[src/rtl/trng_sampler.sv]
// trng_sampler: consumer end of the ring-oscillator entropy source.
//
// Synchronizes the free-running RO bit and samples it once every SAMPLE_DIV clocks. A von Neumann
// corrector removes bias: it takes raw samples in pairs, maps 10 to 1 and 01 to 0, and discards
// 00 and 11. Corrected bits are packed MSB-first into WORD_WIDTH-bit words. Each word is offered
// on a valid/ready interface. A repetition-count health test watches the raw samples. When it
// trips, it latches a sticky failure flag and stops collection until reset.
//
// Ports:
//   clk          single clock
//   rst          synchronous, active-high reset
//   raw_bit      asynchronous entropy bit from the RO combiner
//   enable       run sampling/collection; low returns to idle and drops partial words
//   data_out     assembled random word
//   data_valid   data_out holds an untaken word
//   data_ready   downstream accepts the word (transfer when data_valid && data_ready)
//   health_fail  sticky repetition-count failure, cleared only by rst
module trng_sampler #(
    parameter int unsigned WORD_WIDTH  = 32,
    parameter int unsigned SAMPLE_DIV  = 4,
    parameter int unsigned SYNC_STAGES = 2,
    parameter int unsigned REP_LIMIT   = 32
) (
    input  logic                  clk,
    input  logic                  rst,
    input  logic                  raw_bit,
    input  logic                  enable,
    output logic [WORD_WIDTH-1:0] data_out,
    output logic                  data_valid,
    input  logic                  data_ready,
    output logic                  health_fail
);

    localparam int unsigned DivW    = (SAMPLE_DIV > 1) ? $clog2(SAMPLE_DIV) : 1;
    localparam int unsigned RepW    = $clog2(REP_LIMIT + 1);
    localparam int unsigned BitCntW = $clog2(WORD_WIDTH + 1);

    localparam logic [DivW-1:0]    DivLast = DivW'(SAMPLE_DIV - 1);
    localparam logic [RepW-1:0]    RepMax  = RepW'(REP_LIMIT);
    localparam logic [BitCntW-1:0] BitFull = BitCntW'(WORD_WIDTH);

    typedef enum logic [1:0] {
        StIdle    = 2'd0,
        StCollect = 2'd1,
        StFail    = 2'd2
    } state_e;

    state_e                  state_q, state_d;
    logic [SYNC_STAGES-1:0]  sync_q, sync_d;
    logic [DivW-1:0]         div_cnt_q, div_cnt_d;
    logic [RepW-1:0]         rep_cnt_q, rep_cnt_d;
    logic                    last_sample_q, last_sample_d;
    logic                    have_first_q, have_first_d;
    logic                    first_q, first_d;
    logic [WORD_WIDTH-1:0]   acc_q, acc_d;
    logic [BitCntW-1:0]      bit_cnt_q, bit_cnt_d;
    logic [WORD_WIDTH-1:0]   data_out_q, data_out_d;
    logic                    data_valid_q, data_valid_d;
    logic                    health_fail_q, health_fail_d;

    logic                    s_bit;
    logic                    active;
    logic                    strobe;
    logic                    xfer;
    logic                    emit;
    logic                    emit_bit;
    logic                    out_free;
    logic [WORD_WIDTH-1:0]   acc_n;
    logic [BitCntW-1:0]      cnt_n;
    logic [RepW-1:0]         rep_n;

    assign s_bit  = sync_q[SYNC_STAGES-1];
    assign xfer   = data_valid_q && data_ready;
    assign active = enable && (state_q != StFail);
    assign strobe = active && (div_cnt_q == DivLast);

    always_comb begin
        state_d       = state_q;
        sync_d        = {sync_q[SYNC_STAGES-2:0], raw_bit};
        div_cnt_d     = div_cnt_q;
        rep_cnt_d     = rep_cnt_q;
        last_sample_d = last_sample_q;
        have_first_d  = have_first_q;
        first_d       = first_q;
        acc_d         = acc_q;
        bit_cnt_d     = bit_cnt_q;
        data_out_d    = data_out_q;
        data_valid_d  = data_valid_q;
        health_fail_d = health_fail_q;
        emit          = 1'b0;
        emit_bit      = 1'b0;
        out_free      = !data_valid_q || xfer;
        acc_n         = acc_q;
        cnt_n         = bit_cnt_q;
        rep_n         = rep_cnt_q;

        if (xfer) begin
            data_valid_d = 1'b0;
        end

        if (!active) begin
            // Idle or failed: drop any partial (or held) word; only the output register survives.
            div_cnt_d    = '0;
            have_first_d = 1'b0;
            acc_d        = '0;
            bit_cnt_d    = '0;
            if (state_q != StFail) begin
                state_d       = StIdle;
                rep_cnt_d     = '0;   // zero marks "no sample yet" for the health test
                last_sample_d = 1'b0;
            end
        end else begin
            state_d   = StCollect;
            div_cnt_d = strobe ? '0 : div_cnt_q + DivW'(1);

            if (strobe) begin
                if (rep_cnt_q != '0 && s_bit == last_sample_q) begin
                    rep_n = (rep_cnt_q == RepMax) ? RepMax : rep_cnt_q + RepW'(1);
                end else begin
                    rep_n = RepW'(1);
                end
                rep_cnt_d     = rep_n;
                last_sample_d = s_bit;

                if (rep_n == RepMax) begin
                    // The tripping sample is never used as corrector input.
                    health_fail_d = 1'b1;
                    state_d       = StFail;
                    have_first_d  = 1'b0;
                end else if (!have_first_q) begin
                    first_d      = s_bit;
                    have_first_d = 1'b1;
                end else begin
                    have_first_d = 1'b0;
                    if (first_q != s_bit) begin
                        emit     = 1'b1;
                        emit_bit = first_q;
                    end
                end
            end

            // A word held full behind a busy output moves out first, then the new bit starts
            // the next word.
            if (cnt_n == BitFull && out_free) begin
                data_out_d   = acc_n;
                data_valid_d = 1'b1;
                out_free     = 1'b0;
                acc_n        = '0;
                cnt_n        = '0;
            end
            // While full and blocked, new bits are dropped rather than shifted in.
            if (emit && cnt_n != BitFull) begin
                acc_n = {acc_n[WORD_WIDTH-2:0], emit_bit};
                cnt_n = cnt_n + BitCntW'(1);
            end
            if (cnt_n == BitFull && out_free) begin
                data_out_d   = acc_n;
                data_valid_d = 1'b1;
                acc_n        = '0;
                cnt_n        = '0;
            end
            acc_d     = acc_n;
            bit_cnt_d = cnt_n;
        end
    end

    always_ff @(posedge clk) begin
        if (rst) begin
            state_q       <= StIdle;
            sync_q        <= '0;
            div_cnt_q     <= '0;
            rep_cnt_q     <= '0;
            last_sample_q <= 1'b0;
            have_first_q  <= 1'b0;
            first_q       <= 1'b0;
            acc_q         <= '0;
            bit_cnt_q     <= '0;
            data_out_q    <= '0;
            data_valid_q  <= 1'b0;
            health_fail_q <= 1'b0;
        end else begin
            state_q       <= state_d;
            sync_q        <= sync_d;
            div_cnt_q     <= div_cnt_d;
            rep_cnt_q     <= rep_cnt_d;
            last_sample_q <= last_sample_d;
            have_first_q  <= have_first_d;
            first_q       <= first_d;
            acc_q         <= acc_d;
            bit_cnt_q     <= bit_cnt_d;
            data_out_q    <= data_out_d;
            data_valid_q  <= data_valid_d;
            health_fail_q <= health_fail_d;
        end
    end

    assign data_out    = data_out_q;
    assign data_valid  = data_valid_q;
    assign health_fail = health_fail_q;

endmodule

[config.mk]
export PLATFORM = sky130hd
export DESIGN_NAME = trng_sampler
export DESIGN_NICKNAME = d
export VERILOG_FILES = /design/src/rtl/trng_sampler.sv
export SDC_FILE = /design/constraint.sdc
export NUM_CORES = 1
export LEC_CHECK = 0
export BUFFER_PORTS_ARGS = -buffer_cell sky130_fd_sc_hd__buf_2
export CAP_MARGIN = 20
export CELL_PAD_IN_SITES_DETAIL_PLACEMENT = 2
export CELL_PAD_IN_SITES_GLOBAL_PLACEMENT = 2
export CORE_MARGIN = 2
export CORE_UTILIZATION = 39
export DETAILED_ROUTE_END_ITERATION = 8
export PLACE_DENSITY = 0.91
export RECOVER_POWER = 50
export SLEW_MARGIN = 15
export SYNTH_ARGS = -nofsm -noshare
export SYNTH_HDL_FRONTEND = slang
export SYNTH_SLANG_ARGS = --single-unit
[constraint.sdc]
create_clock -name clk -period 9.5 [get_ports clk]
set_clock_uncertainty 0.15 [all_clocks]
set_input_delay 0.95 -clock clk [delete_from_list [all_inputs] [get_ports clk]]
set_output_delay 0.95 -clock clk [all_outputs]
set_load 0.03 [all_outputs]
==> summary.md <==
| Metric | Value |
|---|---|
| # fillers | `1164` |
| Routed vias | `3895` |
| Reg2reg start | `sync_q[1]$_SDFF_PP0_` |
| Syn nets | `493` |
| Switch share | `0.211` |
| PostCTS Resize Cnt | `0` |
| Failing checks | `capacitance limit, slew limit` |
| Mean post-synth cell area | `8.73 sq um` |
| Async set-reset flop share out of synthesis | `0` |
| All-Layer GR Usage | `0.249` |
| Slowest stage delay, CP | `1.77 ns` |
| Top-count cell post-synth | `dfxtp_1` |
| H-tree levels | `3` |
| Total grt overflow | `0` |
| Die Span Y | `about 110 um` |
| Max VDD drop | `0.0000724 V` |
| Dpl hpwl | `8740 um` |
| Initial drt markers | `roughly 190` |
| Final core occ | `0.455` |
| Yosys top cell area share | `0.414` |
| Power Dens Cells | `149 nW/um^2` |
| Worst-Margin Slew | `2.47 ns` |
| First-pass GRT wire length | `22400 um` |
| Sequential fraction of the synthesis area | `0.414` |
| Number of remaining DRC errors | `0` |
| Register cell area after layout | `1740 sq um` |
| Post-Route WL | `14100 um` |
| # clock sinks | `87` |
| Setup TNS | `0 ns` |
| I/O Pins | `39` |
| CTS clk-pin slew, worst paths | `0.09 ns` |
| Post-synth EDFFs | `0` |
| Achievable Freq | `211 MHz` |
| Max-cap check violation count | `1` |
| Final Setup Violations | `0` |
| HP Start | `div_cnt_q[0]$_SDFF_PP0_` |
| Clk buf depth | `2` |
| Internal | `around 560 uW` |
| Cells after Synth | `482` |
| Max Slew Vio Count | `34` |
| Root Driver | `clkbuf_8` |
| CP endpoint kind | `flop` |
| Starting Density | `0.404` |
| Die X | `108 um` |
| Crit path DAT | `4.85 ns` |
| FP Rows | `37` |
| P_leak | `1.54 nW` |
| Hold crit path type | `flop to flop` |
| Power share of the sequential group | `0.517` |
| Post-synth cell types | `50` |
| Clk Latency, worst-skew pair | `0.37 ns` |
| Synth top area cells | `dfxtp_1, mux2i_1, nor3_1, a211oi_1, a21oi_1` |
| Status | `finished, violations left` |
| Worst Setup SP | `enable` |
| Mapped cell area | `4210 sq um` |
| # nets final | `between 500 and 600` |
| Combinational share of power | `0.019` |
| # hold bufs at CTS | `0` |
| Max Fanout on Critical Path | `33` |
| Die ar. | `11600 sq um` |
| Crit Path Class | `input pin to flop` |
| CTS tree | `yes` |
| Largest net degree at the start of global routing | `36` |
| Slew HR | `-0.648` |
| Ys Warns | `0` |
| Final period util | `0.500` |
| Final hold violation count | `0` |
| Synth cell count leaders | `dfxtp_1, nor3_1, a21oi_1, nand2_1` |
| CORE AREA | `about 10000 sq um` |
| Final ANT Viol Nets | `0` |
| CTS buffer count | `9` |
| CP dominant cell by count | `clkbuf_1` |
| First-pass detailed-route iteration total | `4` |
| Switch Pwr | `150 uW` |
| CP Data Required Time | `9.60 ns` |
| Postcts setup bufs | `0` |
| Antenna violations before repair | `0` |
| Multi-input gate area | `2280 sq um` |
| Buf/Inv on CP | `3` |
| CP startpoint kind | `input pin` |
| Largest delay share family, worst path | `buffers and inverters` |
| Period minus WS final | `between 4 and 5 ns` |
| CP cell instances | `clkbuf_1, inv_1, nor4b_1, nand2_1, a21oi_4, clkbuf_1, mux2i_1, nor3_1` |
| Vias in the first global route | `4215` |
| IO buf count | `38` |
| Area growth syn-to-layout | `12.6%` |
| Final RePlAce weighted congestion | `0.863` |
| Clock network power share | `0.464` |
| Ys flop type | `dfxtp_1` |
| Vias per cell | `~6.1` |
| Yosys reg bits | `87` |
| N_diodes | `0` |
| CP max-delay cell | `clkbuf_1` |
| Share of layout cells above drive strength 1 | `0.0791` |
| RSZ-0062 raised after global routing | `no` |
| Dominant cell type by area after synthesis | `dfxtp_1` |
| Wire length per cell | `22.0 um` |
-- kinds of logic after synthesis --
family,after synthesis,synth area share
AOI/OAI and AO/OA,142,0.233
DFF,87,0.414
adders and majority gates,6,0.0178
buffers and inverters,48,0.0461
xor gates and xnor gates,9,0.0187
and+or+nand+nor,157,0.192
muxes,33,0.0785
-- cell type report --
| cell class | instances | area share |
|---|---|---|
| inverters | 9 | 0.00713 |
| clock inverters | 5 | 0.0219 |
| clock buffers | 11 | 0.0320 |
| well taps | 136 | 0.0359 |
| multi-input cells | 347 | 0.482 |
| flip-flops and latches | 87 | 0.368 |
| repair buffers | 47 | 0.0534 |
-- per-stage QoR --
stage,worst slack (ns),instances,total power [mW],cell area (sq um),hold WS [ns]
final,4.75,642,0.708,4740,0.290
after global routing,4.53,642,0.730,4740,0.312
after CTS,4.86,641,0.714,4760,0.295
after detailed placement,4.63,625,0.387,4510,0.280
after global placement,4.90,623,0.386,4470,0.263
after floorplan,5.92,482,0.382,4210,0.254
-- per-layer routing --
metal / share of wire / GRT usage / wire length [um] / vias up
li1: - / - / - / 1807
met1: 0.43 / 0.300 / 6050 / 1992
met3: 0.031 / 0.0375 / 436 / 22
met2: 0.52 / 0.449 / 7370 / 74
met4: 0.020 / 0.0888 / 278 / 0
met5: 0 / 0 / 0 / -
-- state kept, by name, summed over array words and instances, names as in the netlist --
name,count
state_q,2
bit_cnt_q,6
sync_q,2
last_sample_q,1
health_fail,1
have_first_q,1
div_cnt_q,2
rep_cnt_q,6
first_q,1
acc_q,32
data_out,32
data_valid,1
-- final timing paths --
| path | cells after the start | end | slack, ns |
|---|---|---|---|
| min | 1 | div_cnt_q[0]$_SDFF_PP0_ | 0.29 |
| min reg2reg | 1 | div_cnt_q[0]$_SDFF_PP0_ | 0.29 |
| max | 8 | acc_q[5]$_SDFF_PP0_ | 4.75 |
| max reg2reg | 8 | acc_q[5]$_SDFF_PP0_ | 4.79 |
-- power by group through the flow --
stage | logic [mW] | registers, mW | clock network, mW
floorplan | 0.00801 | 0.374 | 0
detailed placement | 0.0122 | 0.374 | 0
finish | 0.0136 | 0.366 | 0.328
global placement | 0.0112 | 0.374 | 0
CTS | 0.0124 | 0.366 | 0.335
global route | 0.0151 | 0.366 | 0.349
-- worst reg2reg max path, stage by stage (launching register included) --
cell      delay (ns)
dfxtp_1         0.41
inv_1           0.08
ha_1            0.31
nor4b_1         0.81
nand2_1         0.26
a21oi_4         0.19
clkbuf_1        1.77
mux2i_1         0.31
nor3_1          0.32
-- cells in the final DEF, fill, tap and decap left out, types with 2 or more instances in the layout --
cell	n
inv_1	8
nand4_1	4
o211a_1	2
nor2_1	19
buf_2	2
or3_1	4
and3_1	3
dfxtp_1	87
xnor2_1	6
bufinv_16	3
nand2_1	37
nand2b_1	4
a211oi_1	33
nor2b_1	5
clkbuf_8	11
clkbuf_1	37
mux2i_1	33
nor3_1	59
a22oi_1	4
ha_1	6
nand3_1	7
nor4b_1	2
o21a_1	22
a211oi_2	2
a21oi_1	42
nor3b_1	3
xor2_1	3
buf_16	2
a21boi_0	3
buf_4	5
o21ai_0	15
a221oi_1	9
or2_2	2
(Power assumes the default switching activity.)
